$ cat config.mk
export PLATFORM = sky130hd
export DESIGN_NAME = mem_port_arbiter_flat
export DESIGN_NICKNAME = d
export VERILOG_FILES = /design/src/rtl/mem_port_arbiter_if.sv /design/src/rtl/mem_port_arbiter.sv /design/src/flat_wrapper.sv
export SDC_FILE = /design/constraint.sdc
export NUM_CORES = 1
export LEC_CHECK = 0
export BUFFER_PORTS_ARGS = -buffer_cell sky130_fd_sc_hd__buf_2
export CAP_MARGIN = 20
export CORE_ASPECT_RATIO = 0.6
export CORE_MARGIN = 10
export CORE_UTILIZATION = 34
export DETAILED_ROUTE_END_ITERATION = 6
export PLACE_DENSITY = 0.79
export SKIP_LAST_GASP = 1
export SYNTH_ARGS = -nofsm -noshare
export SYNTH_HDL_FRONTEND = slang
export SYNTH_SLANG_ARGS = --single-unit
$ cat constraint.sdc
create_clock -name clk -period 2.58 [get_ports clk]
set_input_delay 0.129 -clock clk [delete_from_list [all_inputs] [get_ports clk]]
set_output_delay 0.129 -clock clk [all_outputs]
set_load 0.01 [all_outputs]
$ cat src/rtl/mem_port_arbiter_if.sv
// Bundle of the two requester ports and the shared single-port memory port.
// The arbiter uses the slave view; the surrounding system (engines + memory) uses the master view.
interface mem_port_arbiter_if #(
    parameter int ADDR_W = 4,
    parameter int DATA_W = 16
);
    // requester 0
    logic              req0;
    logic              we0;
    logic [ADDR_W-1:0] addr0;
    logic [DATA_W-1:0] wdata0;
    logic              gnt0;
    logic              rvalid0;

    // requester 1
    logic              req1;
    logic              we1;
    logic [ADDR_W-1:0] addr1;
    logic [DATA_W-1:0] wdata1;
    logic              gnt1;
    logic              rvalid1;

    // shared read return and memory port
    logic [DATA_W-1:0] rdata;
    logic              mem_en;
    logic              mem_we;
    logic [ADDR_W-1:0] mem_addr;
    logic [DATA_W-1:0] mem_wdata;
    logic [DATA_W-1:0] mem_rdata;

    modport slave (
        input  req0, we0, addr0, wdata0,
        input  req1, we1, addr1, wdata1,
        input  mem_rdata,
        output gnt0, rvalid0,
        output gnt1, rvalid1,
        output rdata,
        output mem_en, mem_we, mem_addr, mem_wdata
    );

    modport master (
        output req0, we0, addr0, wdata0,
        output req1, we1, addr1, wdata1,
        output mem_rdata,
        input  gnt0, rvalid0,
        input  gnt1, rvalid1,
        input  rdata,
        input  mem_en, mem_we, mem_addr, mem_wdata
    );
endinterface

$ cat src/rtl/mem_port_arbiter.sv
// Round-robin arbiter sharing one synchronous single-port memory between two requesters,
// with burst ownership capped at MAX_BURST beats while the other side waits.
module mem_port_arbiter #(
    parameter int ADDR_W    = 4,
    parameter int DATA_W    = 16,
    parameter int MAX_BURST = 4
) (
    input  logic               clk,
    input  logic               rst,
    mem_port_arbiter_if.slave  bus
);

    localparam int               CNT_W    = (MAX_BURST > 1) ? $clog2(MAX_BURST) : 1;
    localparam logic [CNT_W-1:0] CNT_LAST = CNT_W'(MAX_BURST - 1);

    typedef enum logic [1:0] {
        IDLE = 2'd0,
        OWN0 = 2'd1,
        OWN1 = 2'd2
    } state_t;

    state_t            r_state;
    state_t            w_state_nxt;
    logic              r_pri;
    logic              w_pri_nxt;
    logic [CNT_W-1:0]  r_cnt;
    logic [CNT_W-1:0]  w_cnt_nxt;
    logic              r_rvalid0;
    logic              r_rvalid1;

    logic              w_gnt0;
    logic              w_gnt1;
    logic              w_mem_we;
    logic [ADDR_W-1:0] w_mem_addr;
    logic [DATA_W-1:0] w_mem_wdata;

    // Grants come from registered ownership and the live request, so a dropped request costs one idle cycle.
    assign w_gnt0 = (r_state == OWN0) && bus.req0;
    assign w_gnt1 = (r_state == OWN1) && bus.req1;

    always_comb begin
        // NOTE: every combinational output gets a default first so no path can infer a latch.
        w_state_nxt = r_state;
        w_pri_nxt   = r_pri;
        w_cnt_nxt   = r_cnt;

        case (r_state)
            IDLE: begin
                if (bus.req0 && bus.req1) w_state_nxt = r_pri ? OWN1 : OWN0;
                else if (bus.req0)        w_state_nxt = OWN0;
                else if (bus.req1)        w_state_nxt = OWN1;
            end
            OWN0: begin
                if (!bus.req0)                          w_state_nxt = bus.req1 ? OWN1 : IDLE;
                else if (bus.req1 && r_cnt == CNT_LAST) w_state_nxt = OWN1;
            end
            OWN1: begin
                if (!bus.req1)                          w_state_nxt = bus.req0 ? OWN0 : IDLE;
                else if (bus.req0 && r_cnt == CNT_LAST) w_state_nxt = OWN0;
            end
            default: w_state_nxt = IDLE;
        endcase

        // Leaving an owner hands tie priority to the other side; entering from IDLE keeps it.
        if (w_state_nxt != r_state) begin
            w_cnt_nxt = '0;
            if (r_state == OWN0)      w_pri_nxt = 1'b1;
            else if (r_state == OWN1) w_pri_nxt = 1'b0;
        end else if (w_gnt0 || w_gnt1) begin
            w_cnt_nxt = (r_cnt == CNT_LAST) ? '0 : r_cnt + 1'b1;
        end
    end

    always_comb begin
        w_mem_we    = 1'b0;
        w_mem_addr  = '0;
        w_mem_wdata = '0;
        if (w_gnt0) begin
            w_mem_we    = bus.we0;
            w_mem_addr  = bus.addr0;
            w_mem_wdata = bus.wdata0;
        end else if (w_gnt1) begin
            w_mem_we    = bus.we1;
            w_mem_addr  = bus.addr1;
            w_mem_wdata = bus.wdata1;
        end
    end

    always_ff @(posedge clk or posedge rst) begin
        if (rst) begin
            r_state   <= IDLE;
            r_pri     <= 1'b0;
            r_cnt     <= '0;
            r_rvalid0 <= 1'b0;
            r_rvalid1 <= 1'b0;
        end else begin
            // NOTE: non-blocking assignments so every register samples pre-edge values.
            r_state   <= w_state_nxt;
            r_pri     <= w_pri_nxt;
            r_cnt     <= w_cnt_nxt;
            r_rvalid0 <= w_gnt0 & ~bus.we0;
            r_rvalid1 <= w_gnt1 & ~bus.we1;
        end
    end

    assign bus.gnt0      = w_gnt0;
    assign bus.gnt1      = w_gnt1;
    assign bus.rvalid0   = r_rvalid0;
    assign bus.rvalid1   = r_rvalid1;
    assign bus.rdata     = bus.mem_rdata;
    assign bus.mem_en    = w_gnt0 | w_gnt1;
    assign bus.mem_we    = w_mem_we;
    assign bus.mem_addr  = w_mem_addr;
    assign bus.mem_wdata = w_mem_wdata;

endmodule
$ cat src/flat_wrapper.sv
// flat-port wrapper written by rule: the top's interface ports become plain ports
module mem_port_arbiter_flat 
#(
    parameter int ADDR_W    = 4,
    parameter int DATA_W    = 16,
    parameter int MAX_BURST = 4
)
  (clk, rst, bus_req0, bus_we0, bus_addr0, bus_wdata0, bus_req1, bus_we1, bus_addr1, bus_wdata1, bus_mem_rdata, bus_gnt0, bus_rvalid0, bus_gnt1, bus_rvalid1, bus_rdata, bus_mem_en, bus_mem_we, bus_mem_addr, bus_mem_wdata);
  mem_port_arbiter_if #(.ADDR_W(ADDR_W), .DATA_W(DATA_W)) bus_i ();
  input  logic clk;
  input  logic rst;
  input wire logic [$bits(bus_i.req0)-1:0] bus_req0;
  input wire logic [$bits(bus_i.we0)-1:0] bus_we0;
  input wire logic [$bits(bus_i.addr0)-1:0] bus_addr0;
  input wire logic [$bits(bus_i.wdata0)-1:0] bus_wdata0;
  input wire logic [$bits(bus_i.req1)-1:0] bus_req1;
  input wire logic [$bits(bus_i.we1)-1:0] bus_we1;
  input wire logic [$bits(bus_i.addr1)-1:0] bus_addr1;
  input wire logic [$bits(bus_i.wdata1)-1:0] bus_wdata1;
  input wire logic [$bits(bus_i.mem_rdata)-1:0] bus_mem_rdata;
  output wire logic [$bits(bus_i.gnt0)-1:0] bus_gnt0;
  output wire logic [$bits(bus_i.rvalid0)-1:0] bus_rvalid0;
  output wire logic [$bits(bus_i.gnt1)-1:0] bus_gnt1;
  output wire logic [$bits(bus_i.rvalid1)-1:0] bus_rvalid1;
  output wire logic [$bits(bus_i.rdata)-1:0] bus_rdata;
  output wire logic [$bits(bus_i.mem_en)-1:0] bus_mem_en;
  output wire logic [$bits(bus_i.mem_we)-1:0] bus_mem_we;
  output wire logic [$bits(bus_i.mem_addr)-1:0] bus_mem_addr;
  output wire logic [$bits(bus_i.mem_wdata)-1:0] bus_mem_wdata;
  assign bus_i.req0 = bus_req0;
  assign bus_i.we0 = bus_we0;
  assign bus_i.addr0 = bus_addr0;
  assign bus_i.wdata0 = bus_wdata0;
  assign bus_i.req1 = bus_req1;
  assign bus_i.we1 = bus_we1;
  assign bus_i.addr1 = bus_addr1;
  assign bus_i.wdata1 = bus_wdata1;
  assign bus_i.mem_rdata = bus_mem_rdata;
  assign bus_gnt0 = bus_i.gnt0;
  assign bus_rvalid0 = bus_i.rvalid0;
  assign bus_gnt1 = bus_i.gnt1;
  assign bus_rvalid1 = bus_i.rvalid1;
  assign bus_rdata = bus_i.rdata;
  assign bus_mem_en = bus_i.mem_en;
  assign bus_mem_we = bus_i.mem_we;
  assign bus_mem_addr = bus_i.mem_addr;
  assign bus_mem_wdata = bus_i.mem_wdata;
  mem_port_arbiter #(.ADDR_W(ADDR_W), .DATA_W(DATA_W), .MAX_BURST(MAX_BURST)) u_core (.clk(clk), .rst(rst), .bus(bus_i));
endmodule
======== Word level (Yosys, flattened, before mapping) ========
Cells that the tools add are included.
storage, ports and cells
  flip-flop bits (word level) ............. 7
  logic and storage cells ................. 47
  output and inout port bits .............. 42
  bits of input ports ..................... 62
cells by class
  add/sub/neg operators ................... 1
  reductions and logical operators ........ 10
  multiplexer cells ....................... 22
  bitwise logic cells ..................... 5
  equality and inequality tests ........... 4
operators by type and width
  cell                                                 number
  2-to-1 mux 16 bit                                    2
  2-to-1 mux 2 bit                                     12
  2-to-1 mux 4 bit                                     2
  case mux 2 bit (3 select lines)                      1
  logical AND 1 bit                                    5
  2-to-1 mux 1 bit                                     5
  equality test 2 bit, second input constant           2
  nonzero test 2 bit                                   2
  adder 2 x 1 -> 2 bit, second input constant          1
  AND 1 bit                                            2
  equality test 2 x 1 -> 1 bit, second input constant  1
  logical NOT 2 bit                                    1
  inequality test 2 bit                                1
  inverter 1 bit                                       2
  AND reduction 2 bit                                  1
  logical OR 1 bit                                     1
  OR 1 bit                                             1

======== Depth between registers and ports, before layout ========
Gate-level depths: netlist (run 1).
  word-level depth ........................ 7
  gate-level depth with buffers ........... 8
  mapped depth without buffers ............ 8

======== Least setup slack after synthesis (run 1) ========
No wires, ideal clock.
  path type ............................... flip-flop to flip-flop
  from .................................... reg u_core.r_state[0]
  to ...................................... reg u_core.r_pri
  cell stages (with the launch flop) ...... 7
  setup time .............................. 0.128 ns
  path buffers ............................ 0
  clock period less this slack ............ 1.969 ns
  required time ........................... 2.452 ns
  arrival time ............................ 1.841 ns
  slack ................................... 0.611 ns
  cell sequence ........................... dfrtp_1 > ha_1 > nand2b_1 > a2111oi_2 > a31oi_1 > a41oi_2 > mux2_1
between the ends
  cells in the longest elaborated chain, start to end .. 6
  elaborated cells on any way between the ends .. 15
  those cells by class .................... eq/ne: 3; mux: 9; reduce/logical: 3
ends and longest elaborated chain
  element                          line                    text
  start: declaration               mem_port_arbiter.sv:22  state_t r_state;
  start signal: assignment         mem_port_arbiter.sv:98  r_state <= w_state_nxt;
  2-to-1 mux 2 bit                 mem_port_arbiter.sv:51  else if (bus.req1) w_state_nxt = OWN1;
  2-to-1 mux 2 bit                 mem_port_arbiter.sv:50  else if (bus.req0) w_state_nxt = OWN0;
  2-to-1 mux 2 bit                 mem_port_arbiter.sv:49  if (bus.req0 && bus.req1) w_state_nxt = r_pri ? OWN1 : OWN0;
  case mux 2 bit (3 select lines)  mem_port_arbiter.sv:47  case (r_state)
  inequality test 2 bit            mem_port_arbiter.sv:65  if (w_state_nxt != r_state) begin
  AND reduction 2 bit (no line)    -
  end signal: assignment           mem_port_arbiter.sv:99  r_pri <= w_pri_nxt;
  end: declaration                 mem_port_arbiter.sv:24  logic r_pri;
Parallel ways exist; a longest one is shown, timed or not.
A chain may end at the register's enable or synchronous reset.

======== Final worst setup path (run 1) ========
  from .................................... reg u_core.r_state[0]
  to ...................................... out bus_mem_addr[0]
between the ends
  cells in the longest elaborated chain, start to end .. 4
  elaborated cells on any way between the ends .. 6
  those cells by class .................... eq/ne: 2; mux: 2; reduce/logical: 2
ends and longest elaborated chain
  element              line                    text
  equality test 2 bit  mem_port_arbiter.sv:39  assign w_gnt1 = (r_state == OWN1) && bus.req1;
  logical AND 1 bit    mem_port_arbiter.sv:39
  2-to-1 mux 4 bit     mem_port_arbiter.sv:82  end else if (w_gnt1) begin
  2-to-1 mux 4 bit *   mem_port_arbiter.sv:78  if (w_gnt0) begin
  end: declaration     flat_wrapper.sv:28      output wire logic [$bits(bus_i.mem_addr)-1:0] bus_mem_addr;
Every way passes the cells marked *; elsewhere a longest branch is shown, timed or not.

==> results.toml, run 1 <==
[die]
core_area_sq_um = 2540
ios = 104
die_y_um = 60.3
rows = 14
start_util = 0.362
dieArea_sq_um = 5250
die_width_um = 87.1

[logic_synthesis]
synth_seq_cells = 7
avgSynthCellArea_sq_um = 8.13
synthCells = 113
synth_cell_types = 31
synth_nets = 180
yosysSeqAreaShare = 0.191
yosysWarnings = 0
netlist_area_sq_um = 918

[power_and_ir_drop]
p_clk_frac = 0.160
p_leak_nw = 0.697
combPwrFrac = 0.651
switchingPower_mw = 0.460
p_per_area_nw_per_um2 = 807
irDropWorstVdd_v = 0.000236
sequentialPowerShare = 0.189
swShare = 0.465
p_int_mw = 0.530

[detailed_routing]
viasPerCell = 5.01
ant_nets = 0
drc = 0
dr.pass1.iters = 4
wl_per_cell_um = 17.1
routed_wl_mm = 3.44
dr_total_vias = 1008
drtIter0Drc = 153

[critical_path]
cp-start-kind = "flop"
endpoint = "bus_mem_addr[0]"
worstReg2RegEnd = "u_core.r_pri"
cp.arrival_ps = 2190
r2r_cells = 7
path_max_fanout = 25
crit_start = "u_core.r_state[0]"
worstSetupPathType = "flop to output pin"
critPathMaxStageDelay_ps = 530
crit_path_end_kind = "output pin"
rrSetupSlack_ps = 360
reg2reg_from = "u_core.r_state[0]"
cp_slowest_cell = "dfrtp_1"
crit_chain = "ha_1, nand2_1, inv_2, nor2_1, buf_4, a22o_1, buf_2"
crit_required_ps = 2450

[final_layout]
final_cell_mix = "71 x buf_2, 21 x a22o_1, 11 x nor2_1"
fin_cells = 201
drive_gt1_frac = 0.491
seqCellArea_sq_um = 175
fillCellCount = 259
final_area_sq_um = 1230
area_growth_pct = 33.7
multi_input_area_sq_um = 561
layout_commonest_cell = "buf_2"
final_core_util = 0.483
diodes = 0
fin_nets = 237

[clock_tree]
tritoncts = "built"
cts_buffers = 3
clk_pin_slew_ps = 40
clockBufferDepth = 2
clock-sinks = 7
cts_max_level = 1
ctsResizeCount = 0
cts.hold.buffers_added = 1
postCtsSetupRepairBufs = 0
ctsRootBufferMaster = "clkbuf_8"
clkLatencyLatePin_ps = 230

[hold_path]
holdCritStartpoint = "bus_we1"
hp-class = "input port to flop"

[job]
drv_cap = 0

[outcome]
status = "complete, no violations"

[timing]
finalCritPeriodShare = 0.898
rsz0062_at_grt = "false"
worst_pin_slew_ps = 384
skew_ps = 1.44
final-max-slew-violation-count = 0
fmax_ghz = 0.432
tns_ps = 0
max_slew_margin = 0.744
setup_viol = 0
finalWorstPathRequiredPeriod_ps = 2320
finalWorstSetupSlack_ps = 263
hold_violations = 0

[global_routing]
track_usage = 0.121
grt_pass1_vias = 973
grt_overflow = 0
grt_pass1_wl_mm = 5.13
grt_max_degree = 26
antenna_found_initial = 0

[placed_design]
gp_congestion = 0.865
post-place-cells = 196
place_worst_setup_slack_ps = 412
place_area_sq_um = 1170
numPortBuffers = 71
dp_hpwl_mm = 2.89
metrics by stage:
stage	power (mW)	hold slack [ps]
after floorplan	0.639	-67.6
after global placement	0.826	75.1
after detailed placement	0.823	96.4
after CTS	0.991	68.4
after global routing	1.08	77.2
final	0.990	75.3
cells in the mapped netlist:
cell,instances,area share
nor3b_1,1,0.0082
o311ai_2,1,0.018
a41oi_2,1,0.018
dfrtp_1,7,0.19
o21ai_0,4,0.022
inv_2,2,0.0082
mux2_1,1,0.012
a221oi_1,1,0.0095
a31oi_1,1,0.0068
nand2b_2,1,0.0095
nand2_1,7,0.029
a222oi_1,1,0.011
a22o_2,1,0.011
clkbuf_1,4,0.016
a311o_1,1,0.011
a2111oi_2,1,0.016
clkbuf_8,1,0.015
and2_1,1,0.0068
inv_1,7,0.029
ha_1,5,0.068
a22oi_1,2,0.016
nand4_1,1,0.0068
nor2_1,11,0.045
a21oi_1,5,0.027
nor3_1,1,0.0054
nand2b_1,4,0.027
and3_2,1,0.0082
nand3_1,1,0.0054
buf_4,16,0.13
o2111a_1,1,0.012
a22o_1,21,0.20
registers in the layout, indices dropped and copies added, names as in the netlist:
| register | count |
|---|---|
| u_core.r_state | 2 |
| u_core.bus.rvalid1 | 1 |
| u_core.r_pri | 1 |
| u_core.r_cnt | 2 |
| u_core.bus.rvalid0 | 1 |
routing by layer:
metal | wire length [um] | global-route usage | part of all wire
met1 | 1360 | 0.156 | 0.39
met5 | 0 | 0 | 0
met2 | 1850 | 0.197 | 0.54
met4 | 51 | 0.0452 | 0.015
met3 | 180 | 0.0204 | 0.052
logic make-up after synthesis:
kind of cell,count (synthesis),synth area share
multiplexers,1,0.0123
buffers and inverters,30,0.199
adder cells (fa/ha/maj),5,0.0681
AND/OR/NAND/NOR,29,0.151
AO/OA/AOI/OAI,41,0.379
flip-flops,7,0.191
worst max-delay path: cells and delay by family, from the launching register on:
family	cells	cell delay, ps
buffers and inverters	3	670
DFF	1	530
adders and majority gates	1	340
and+or+nand+nor	2	210
AOI/OAI and AO/OA	1	200
power groups by stage:
stage               logic, mW  clock network [mW]  registers [mW]
CTS                     0.642               0.165           0.185
floorplan               0.463                   0           0.176
finish                  0.644               0.159           0.187
global placement        0.640                   0           0.186
global route            0.713               0.174           0.192
detailed placement      0.636                   0           0.187
worst min path at each step:
stage | to | slack (ps) | depth (start not counted)
2_1_floorplan | u_core.bus.rvalid0 | -70 | 1
3_3_place_gp | u_core.bus.rvalid1 | 80 | 2
3_5_place_dp | u_core.r_cnt[0] | 100 | 2
4_1_cts | u_core.bus.rvalid1 | 70 | 2
5_1_grt | u_core.bus.rvalid1 | 80 | 2
6_report | u_core.bus.rvalid1 | 80 | 2
layout make-up:
cell class,count,area share
multi-input cells,76,0.457
clock buffers,4,0.0367
inverters,9,0.0275
repair buffers,73,0.304
well taps,32,0.0326
flip-flops and latches,7,0.143
Power figures use the tool's default switching activity.
==> run 2, diff against run 1 <==
Settings changed: CORE_MARGIN 10 to 3.
==> results.toml, run 2 (synthesis gave the netlist of run 1 again) <==
[timing]
setup_viol = 0
max_slew_margin = 0.684
tns_ps = 0
rsz0062_at_grt = "false"
finalWorstPathRequiredPeriod_ps = 2200
worst_pin_slew_ps = 474
fmax_ghz = 0.455
finalCritPeriodShare = 0.852
final-max-slew-violation-count = 0
hold_violations = 0
skew_ps = 5.76
finalWorstSetupSlack_ps = 382

[critical_path]
cp-start-kind = "flop"
critPathMaxStageDelay_ps = 480
path_max_fanout = 21
cp.arrival_ps = 2070
cp_slowest_cell = "dfrtp_1"
crit_path_end_kind = "output pin"
crit_chain = "inv_1, ha_1, nand2_1, nor2_4, a22o_1, buf_2"
crit_required_ps = 2450
worstSetupPathType = "flop to output pin"

[detailed_routing]
dr_total_vias = 1084
wl_met1_mm = 1.21
drc = 0
dr.pass1.iters = 4
highest_layer = "met4"
dr_wl_met3_um = 229
wl_per_cell_um = 16.5
ant_nets = 0
viasPerCell = 5.45
wl_met2_mm = 1.76
routed_wl_mm = 3.28
drtIter0Drc = 80

[placed_design]
dp_hpwl_mm = 2.58
gp_congestion = 0.959
numPortBuffers = 71
place_worst_setup_slack_ps = 26.8

[final_layout]
final_cell_mix = "71 x buf_2, 21 x a22o_1, 10 x nor2_1"
seqCellArea_sq_um = 175
fillCellCount = 225
drive_gt1_frac = 0.497
layout_commonest_cell = "buf_2"
reg_top3 = "u_core.r_cnt: 2 flops, u_core.r_state: 2 flops"
final_core_util = 0.523
fin_nets = 237
area_growth_pct = 34.2
diodes = 0
multi_input_area_sq_um = 568

[global_routing]
grt_max_degree = 25
grt_pass1_wl_mm = 4.71
grt_overflow = 0
grt_pass1_vias = 986
antenna_found_initial = 0
track_usage = 0.191

[clock_tree]
clockBufferDepth = 2
cts_max_level = 1
clock-sinks = 7
tritoncts = "built"
postCtsSetupRepairBufs = 0
cts_buffers = 3
clk_pin_slew_ps = 40
ctsRootBufferMaster = "clkbuf_8"
clkLatencyLatePin_ps = 240

[die]
die_width_um = 73.1
dieArea_sq_um = 3380
start_util = 0.389
core_area_sq_um = 2360
die_y_um = 46.3
rows = 13
ios = 104

[power_and_ir_drop]
power_mw = 1.00
p_per_area_nw_per_um2 = 815
irDropWorstVdd_v = 0.000250
p_leak_nw = 0.697

[job]
drv_cap = 0

[outcome]
status = "complete, no violations"

[hold_path]
hp-class = "input port to flop"
-- run 2: changes by cell type in the layout (fill, tap and decap cells not counted) --
cell    before  now
nor2_1      11   10
nor2_4       0    1
-- run 2: layout make-up --
| class | count | share of cell area |
|---|---|---|
| Tap cell | 30 | 0.0305 |
| Inverter | 9 | 0.0274 |
| Timing Repair Buffer | 73 | 0.303 |
| Sequential cell | 7 | 0.142 |
| Clock buffer | 4 | 0.0365 |
| Multi-Input combinational cell | 76 | 0.461 |
-- run 2: final timing paths --
path	startpoint	slack, ps	cells after the start	end
min reg2reg	u_core.r_cnt[1]	550	2	u_core.r_cnt[1]
min	bus_we0	60	2	u_core.bus.rvalid0
max	u_core.r_state[0]	380	6	bus_mem_wdata[2]
min in group asynchronous	rst	370	3	u_core.r_pri
max reg2reg	u_core.r_state[0]	410	6	u_core.r_pri
max in group asynchronous	rst	1970	3	u_core.r_state[1]
-- run 2: report_power, final --
part / leakage [nW] / switching, mW / internal, mW / total [mW]
Sequential: 0.0933 / 0.0460 / 0.141 / 0.187
Clock: 0.0228 / 0.0560 / 0.108 / 0.164
Combinational: 0.581 / 0.367 / 0.287 / 0.655
-- run 2: per-layer routing --
layer  global-route usage  up-vias
met5                    0        -
met4                0.132        0
met3               0.0675       10
met2                0.295       44
met1                0.225      516
li1                     -      514
-- run 2: through the flow --
step                      instances  hold slack (ps)  instance area (sq um)
after floorplan                 113            -67.6                    918
after global placement          194             77.5                   1170
after detailed placement        194             84.9                   1170
after CTS                       199             57.3                   1230
after global routing            199             69.5                   1230
final                           199             59.6                   1230
-- run 2: worst max-delay path, delay by kind of cell (launching register included) --
| family | cells | cell delay, ps |
|---|---|---|
| simple gates | 2 | 590 |
| flops | 1 | 480 |
| buf+inv | 2 | 280 |
| fa+ha+maj | 1 | 270 |
| compound gates | 1 | 210 |
-- run 2: timing repair --
item                                    in CTS  in global routing
endpoints found under the setup margin      21                 14
hold endpoints to repair                     7                  0
hold buffers                                 1                  0
gates resized for setup                      1                  1
